`src/rtl/song_reader_pkg.sv`:
```
// Shared definitions for the song sequencer: widths, ROM field layout and FSM encoding.
package song_reader_pkg;

  localparam int ADDR_W = 7;
  localparam int SONG_W = 2;
  localparam int NOTE_W = 6;
  localparam int DUR_W  = 6;
  localparam int IDX_W  = ADDR_W - SONG_W;
  localparam int ROM_W  = NOTE_W + DUR_W;

  localparam int NOTE_LSB = DUR_W;
  localparam int DUR_LSB  = 0;

  localparam logic [DUR_W-1:0]  END_DUR   = '0;
  localparam logic [NOTE_W-1:0] REST_NOTE = '0;
  localparam logic [IDX_W-1:0]  LAST_IDX  = '1;

  typedef enum logic [2:0] {
    ST_IDLE,
    ST_FETCH,
    ST_DECODE,
    ST_WAIT_DONE,
    ST_DONE
  } state_e;

  function automatic logic [NOTE_W-1:0] rom_note(input logic [ROM_W-1:0] word);
    return word[NOTE_LSB +: NOTE_W];
  endfunction

  function automatic logic [DUR_W-1:0] rom_dur(input logic [ROM_W-1:0] word);
    return word[DUR_LSB +: DUR_W];
  endfunction

endpackage

```
`src/rtl/song_reader_if.sv`:
```
// Control, ROM and note-player signals of the song sequencer; master = sequencer side.
interface song_reader_if;
  import song_reader_pkg::*;

  logic              play;
  logic [SONG_W-1:0] song;
  logic [ADDR_W-1:0] rom_addr;
  logic [ROM_W-1:0]  rom_dout;
  logic [NOTE_W-1:0] note;
  logic [DUR_W-1:0]  duration;
  logic              new_note;
  logic              note_done;
  logic              song_done;

  modport master (
    input  play, song, rom_dout, note_done,
    output rom_addr, note, duration, new_note, song_done
  );

  modport slave (
    output play, song, rom_dout, note_done,
    input  rom_addr, note, duration, new_note, song_done
  );

endinterface

```
`src/rtl/song_reader.sv`:
```
// Walks the selected song in ROM and hands each {note,duration} to the note player,
// pulsing song_done on an end marker or after the last slot of the song.
module song_reader
  import song_reader_pkg::*;
(
  input  logic          clk,
  input  logic          reset,
  song_reader_if.master bus
);

  state_e            state_q, state_d;
  logic [IDX_W-1:0]  idx_q, idx_d;
  logic [SONG_W-1:0] song_q, song_d;
  logic [NOTE_W-1:0] note_q, note_d;
  logic [DUR_W-1:0]  dur_q, dur_d;
  logic              new_note_q, new_note_d;
  logic              song_done_q, song_done_d;
  logic              song_changed;

  assign song_changed = (bus.song != song_q);

  always_comb begin
    state_d     = state_q;
    idx_d       = idx_q;
    song_d      = song_q;
    note_d      = note_q;
    dur_d       = dur_q;
    new_note_d  = 1'b0;
    song_done_d = 1'b0;

    unique case (state_q)
      ST_IDLE: begin
        idx_d = '0;
        if (bus.play) begin
          song_d  = bus.song;
          state_d = ST_FETCH;
        end
      end

      ST_FETCH: begin
        if (song_changed) begin
          idx_d   = '0;
          state_d = ST_IDLE;
        end else if (bus.play) begin
          state_d = ST_DECODE;
        end
      end

      ST_DECODE: begin
        if (song_changed) begin
          idx_d   = '0;
          state_d = ST_IDLE;
        end else if (rom_dur(bus.rom_dout) == END_DUR) begin
          song_done_d = 1'b1;
          state_d     = ST_DONE;
        end else begin
          note_d     = rom_note(bus.rom_dout);
          dur_d      = rom_dur(bus.rom_dout);
          new_note_d = 1'b1;
          state_d    = ST_WAIT_DONE;
        end
      end

      // A note_done coinciding with new_note belongs to the previous note, so drop it.
      ST_WAIT_DONE: begin
        if (song_changed) begin
          idx_d   = '0;
          state_d = ST_IDLE;
        end else if (bus.note_done && !new_note_q) begin
          if (idx_q == LAST_IDX) begin
            song_done_d = 1'b1;
            state_d     = ST_DONE;
          end else begin
            idx_d   = idx_q + 1'b1;
            state_d = ST_FETCH;
          end
        end
      end

      ST_DONE: begin
        if (!bus.play || song_changed) begin
          idx_d   = '0;
          state_d = ST_IDLE;
        end
      end

      default: begin
        idx_d   = '0;
        state_d = ST_IDLE;
      end
    endcase
  end

  always_ff @(posedge clk or posedge reset) begin
    if (reset) begin
      state_q     <= ST_IDLE;
      idx_q       <= '0;
      song_q      <= '0;
      note_q      <= '0;
      dur_q       <= '0;
      new_note_q  <= 1'b0;
      song_done_q <= 1'b0;
    end else begin
      state_q     <= state_d;
      idx_q       <= idx_d;
      song_q      <= song_d;
      note_q      <= note_d;
      dur_q       <= dur_d;
      new_note_q  <= new_note_d;
      song_done_q <= song_done_d;
    end
  end

  assign bus.rom_addr  = {song_q, idx_q};
  assign bus.note      = note_q;
  assign bus.duration  = dur_q;
  assign bus.new_note  = new_note_q;
  assign bus.song_done = song_done_q;

endmodule

```
`src/flat_wrapper.sv`:
```
// flat-port wrapper written by rule: the top's interface ports become plain ports
module song_reader_flat import song_reader_pkg::*;
  (clk, reset, bus_play, bus_song, bus_rom_dout, bus_note_done, bus_rom_addr, bus_note, bus_duration, bus_new_note, bus_song_done);
  song_reader_if bus_i ();
  input  logic clk;
  input  logic reset;
  input wire logic [$bits(bus_i.play)-1:0] bus_play;
  input wire logic [$bits(bus_i.song)-1:0] bus_song;
  input wire logic [$bits(bus_i.rom_dout)-1:0] bus_rom_dout;
  input wire logic [$bits(bus_i.note_done)-1:0] bus_note_done;
  output wire logic [$bits(bus_i.rom_addr)-1:0] bus_rom_addr;
  output wire logic [$bits(bus_i.note)-1:0] bus_note;
  output wire logic [$bits(bus_i.duration)-1:0] bus_duration;
  output wire logic [$bits(bus_i.new_note)-1:0] bus_new_note;
  output wire logic [$bits(bus_i.song_done)-1:0] bus_song_done;
  assign bus_i.play = bus_play;
  assign bus_i.song = bus_song;
  assign bus_i.rom_dout = bus_rom_dout;
  assign bus_i.note_done = bus_note_done;
  assign bus_rom_addr = bus_i.rom_addr;
  assign bus_note = bus_i.note;
  assign bus_duration = bus_i.duration;
  assign bus_new_note = bus_i.new_note;
  assign bus_song_done = bus_i.song_done;
  song_reader u_core (.clk(clk), .reset(reset), .bus(bus_i));
endmodule
```
`config.mk`:
```
export PLATFORM = sky130hd
export DESIGN_NAME = song_reader_flat
export DESIGN_NICKNAME = d
export VERILOG_FILES = /design/src/rtl/song_reader_pkg.sv /design/src/rtl/song_reader_if.sv /design/src/rtl/song_reader.sv /design/src/flat_wrapper.sv
export SDC_FILE = /design/constraint.sdc
export NUM_CORES = 1
export LEC_CHECK = 0
export ABC_AREA = 1
export CAP_MARGIN = 10
export CORE_MARGIN = 4
export CORE_UTILIZATION = 46
export CTS_CLUSTER_DIAMETER = 100
export CTS_CLUSTER_SIZE = 12
export DETAILED_ROUTE_END_ITERATION = 10
export HOLD_SLACK_MARGIN = 0.03
export PLACE_DENSITY = 0.85
export SLEW_MARGIN = 20
export SYNTH_ARGS = -nofsm -noshare
export SYNTH_HDL_FRONTEND = slang
export SYNTH_SLANG_ARGS = --single-unit
export TNS_END_PERCENT = 5
```
`constraint.sdc`:
```
create_clock -name clk -period 1.6 [get_ports clk]
set_input_delay 0.16 -clock clk [delete_from_list [all_inputs] [get_ports clk]]
set_output_delay 0.16 -clock clk [all_outputs]
set_load 0.02 [all_outputs]
```
==> run summary <==
The run finished with clean final reports. The data arrival at the endpoint of the critical path came out at 1.78 ns. The fraction of post-synthesis cell area in the top cell type by area was 46.7%; the number of top-level design ports was 39.

Global routing used 33.4% of the available met2 tracks. In the final layout, the share of cells above drive strength 1 is 11.1%. For the worst setup path, the data required time is 1.82 ns.

Clock-pin slew was measured on the worst setup and hold paths at 0.14 ns. In this run the tightest slew margin relative to its limit is 78.5%. The number of cells in the design after placement was 243; the vertical die dimension was 60.9 um. The average instance area after synthesis is 7.56 um2, and the initial antenna violation count is 0. The die covers 0.00370 mm2.

The internal power of the cells totals 1.37 mW. STA classifies the critical path startpoint as a register. For the floorplan core area, the log shows 0.00257 mm2. The detailed placement HPWL was 2470 um.

First-pass GRT wire length: 5340 um. For this design the static power due to leakage is 1.03 nW. The initial DRC count was 41; the worst-case reg-to-reg path depth was 8. The number of nets in the layout is 239. The per-cell routed wire length came out at 12.5 um. The portion of total power attributed to sequential cells was 37.6%. The maximum fanout encountered on the critical timing path was 5; the starting density of the core was 50.0%. The clock network latency to the later pin of the worst-skew pair is 0.31 ns, and the sum of overflow across all layers after global routing is 0.

Cells fill 70.7% of the core in the end. Port buffering added 38 buffers. The pin slew with the least headroom to its limit came out at 0.320 ns.

In this run, synthesis inferred 0 flip-flops with an integrated enable. The final wirelength is 3090 um. On the worst path, the slowest cell contributes a delay of 0.42 ns.

Compared with the post-synthesis result, the final layout area differs by 41.2%. Counting every net in the synthesized netlist gives 191. For this design the total switching power over the nets is 0.955 mW. The logs give 0 for the hold violation count in the final report and 0 for the remaining design rule violation count.

Sorting the synthesized cells by how often they occur yields sky130_fd_sc_hd__nand2_1 (78), sky130_fd_sc_hd__dfrtp_1 (24), sky130_fd_sc_hd__nand3_1 (17). The run gives 645 MHz as the upper clock frequency limit. The number of antenna diodes in the final layout is 0.

The final critical path takes up 96.9% of the cycle. The buffers plus inverters on the worst setup path was 0. The number of buffers created by CTS is 3.

The switching part of the total came out at 41.1%. For the final database, setup skew stands at 0.00261 ns. The worst hold path belongs to the class primary input to asynchronous set/reset pin. After clock tree synthesis, the setup repair step added 0 buffers. The maximum level of the CTS H-tree came out at 1.

The congestion estimate from routability-driven global placement came to 0.831. CTS saw 24 sinks. The kind of cell with the highest combined delay along the critical path is simple AND/OR/NAND/NOR gates. The tools report the max-slew violation count as 0.

The run gives 19.1% as the total track usage. After detailed routing, the number of vias per cell comes to 5.03. The type of the setup path with the least slack is register to register. The synthesized netlist contains 21 unique library cells. The logs give 0.00181 mm2 for the final standard cell area without fillers and 0 for the number of buffers inserted by hold repair at cts. For the detailed-routing iteration count for the pre-antenna-repair pass, the log shows 4.

Among all flip-flop cells after synthesis, the most frequent one is sky130_fd_sc_hd__dfrtp_1. Async set-or-reset flop fraction in the synthesized netlist: 100%. The tools report the element type at the critical path end as a register. For flop-to-flop paths, the worst setup slack is 0.05 ns. Cell area after synthesis: 0.00128 mm2.

In this run the cell area measured after placement is 0.00175 mm2. The instance count on the critical path is 8, and the number of storage elements in the synthesis netlist is 24. Setup repair after global routing could not meet its margin everywhere.

Across the run, the number of max-cap violations was 0. The part of the power in combinational logic is 48.3%. Global routing consumed, on the met1 layer, 22.8% of the routing resources.

Row generation in the floorplan step produced 18 rows. Most frequently used cell type in the post-synthesis netlist: sky130_fd_sc_hd__nand2_1. Measured along the x axis, the die boundary spans 60.9 um.

The run gives 170 as the synthesized instance count. Of all cell types, the one taking the most synthesized area is sky130_fd_sc_hd__dfrtp_1. The global routing stage identified its most utilized layer as met2. Yosys attributes the largest share of cell area to sky130_fd_sc_hd__dfrtp_1 (47%), sky130_fd_sc_hd__nand2_1 (23%), sky130_fd_sc_hd__nand3_1 (6.6%). Final period demand of the worst path: 1.55 ns. Global routing used 4.89% of the available met3 tracks. Root buffer cell: sky130_fd_sc_hd__clkbuf_4. The run gives 216 as the count of filler cells inserted in the layout.

The slowest stage of the critical path is the sky130_fd_sc_hd__dfrtp_1 cell. Setup violations remaining at the end of the flow were counted as 0. The share of the Yosys chip area taken by registers is 46.7%. The tools report the maximum buffer depth of the clock tree as 2. Yosys printed 0 warnings. Once detail routing completed, the nets flagged for antenna violations numbered 0.

The signal on the critical path passes through ha_2 -> nand2_2 -> nor2_2 -> ha_2 -> nand2_2 -> nand4_1 -> nand3_1 -> nand2_1. Of the total power, the clock network draws 14.1%. Across the VDD grid, the largest voltage drop is 975 uV. The largest net degree at the start of global routing came out at 25.

The ratio of total power to cell area works out to 1280 mW/mm2. Excluding fillers, the count of instances in the completed layout stands at 247. Adding up every negative setup slack in the final design gives 0 ns.

The final route contains 1,243 vias. For the via count of the first global-routing pass, the log shows 1,254. TritonCTS built the clock tree.
[state kept, by name, summed over array words and instances (netlist names)]
register / cells
u_core.bus.duration: 6
u_core.bus.note: 6
u_core.idx_q: 5
u_core.state_q: 3
u_core.song_q: 2
u_core.bus.new_note: 1
u_core.bus.song_done: 1
[power groups by stage]
stage / Combinational [mW] / Sequential, mW / Clock [mW]
6_report: 1.12 / 0.875 / 0.327
5_1_grt: 1.24 / 0.902 / 0.361
4_1_cts: 1.13 / 0.876 / 0.333
3_5_place_dp: 1.12 / 0.882 / 0
3_3_place_gp: 1.10 / 0.879 / 0
2_1_floorplan: 0.518 / 1.02 / 0
[worst register-to-register path, cell delays in order (launching register included)]
cell and delay [ns]:
sky130_fd_sc_hd__dfrtp_1 0.42, sky130_fd_sc_hd__ha_2 0.21, sky130_fd_sc_hd__nand2_2 0.07, sky130_fd_sc_hd__nor2_2 0.04
sky130_fd_sc_hd__ha_2 0.19, sky130_fd_sc_hd__nand2_2 0.09, sky130_fd_sc_hd__nand4_1 0.21, sky130_fd_sc_hd__nand3_1 0.16
sky130_fd_sc_hd__nand2_1 0.06
[layout by cell type, fill, tap and decap left out, drive strengths merged]
cell type      instances
nand3                 18
dlymetal6s2s           6
xnor2                  1
clkinv                 1
inv                   14
a21oi                  1
nor3                   2
buf                    8
nand4                  2
o21ai                  4
o31ai                  1
clkbuf                 4
nor2                  13
xor2                   1
nand3b                 3
nand2                 79
dfrtp                 24
clkdlybuf4s50         32
ha                     3
[layer usage]
metal | vias to the layer above | routed length [um]
met5 | - | 0
met4 | 0 | 42
met3 | 5 | 203
met2 | 40 | 1530
met1 | 571 | 1320
li1 | 627 | -
[timing repair]
| action | 4_1_cts | 5_1_grt |
|---|---|---|
| gates cloned | 0 | 0 |
| gates resized for setup | 3 | 9 |
| pin swaps | 2 | 4 |
| endpoints found under the setup margin | 5 | 12 |
| endpoints found under the hold margin | 0 | 0 |
[worst paths after layout]
kind                                        startpoint                     end
worst min register to register  u_core.bus.duration[0]  u_core.bus.duration[0]
worst max-delay path                   u_core.idx_q[1]         u_core.idx_q[2]
worst max register to register         u_core.idx_q[1]         u_core.idx_q[2]
min in group clk                       bus_rom_dout[7]      u_core.bus.note[1]
max in group asynchronous                        reset       u_core.state_q[1]
worst min-delay path                             reset      u_core.bus.note[0]
[kinds of logic (layout without fill, tap and decap cells)]
group | after synthesis | after routing | synth area share [%]
AO/OA/AOI/OAI | 6 | 6 | 2.53
XOR/XNOR | 2 | 2 | 1.36
adder cells (fa/ha/maj) | 3 | 3 | 2.92
buffers and inverters | 18 | 65 | 6.62
flip-flops | 24 | 24 | 46.7
AND/OR/NAND/NOR | 117 | 117 | 39.8
[layout make-up]
class	instances	area [um2]	share of cell area [%]
sequential	24	601	33.1
clock buffer	4	36.3	2.00
tap	30	37.5	2.07
timing repair buffer	46	468	25.8
multi-input combinational	128	614	33.9
inverter	15	57.6	3.17
[stage by stage]
stage	hold WS, ns	power, mW	setup WS [ns]
2_1_floorplan	0.175	1.54	0.0392
3_3_place_gp	0.469	1.98	0.0560
3_5_place_dp	0.467	2.00	0.0000849
4_1_cts	0.184	2.34	0.00398
5_1_grt	0.211	2.50	-0.0608
6_report	0.165	2.32	0.0491
(Power assumes the default switching activity.)
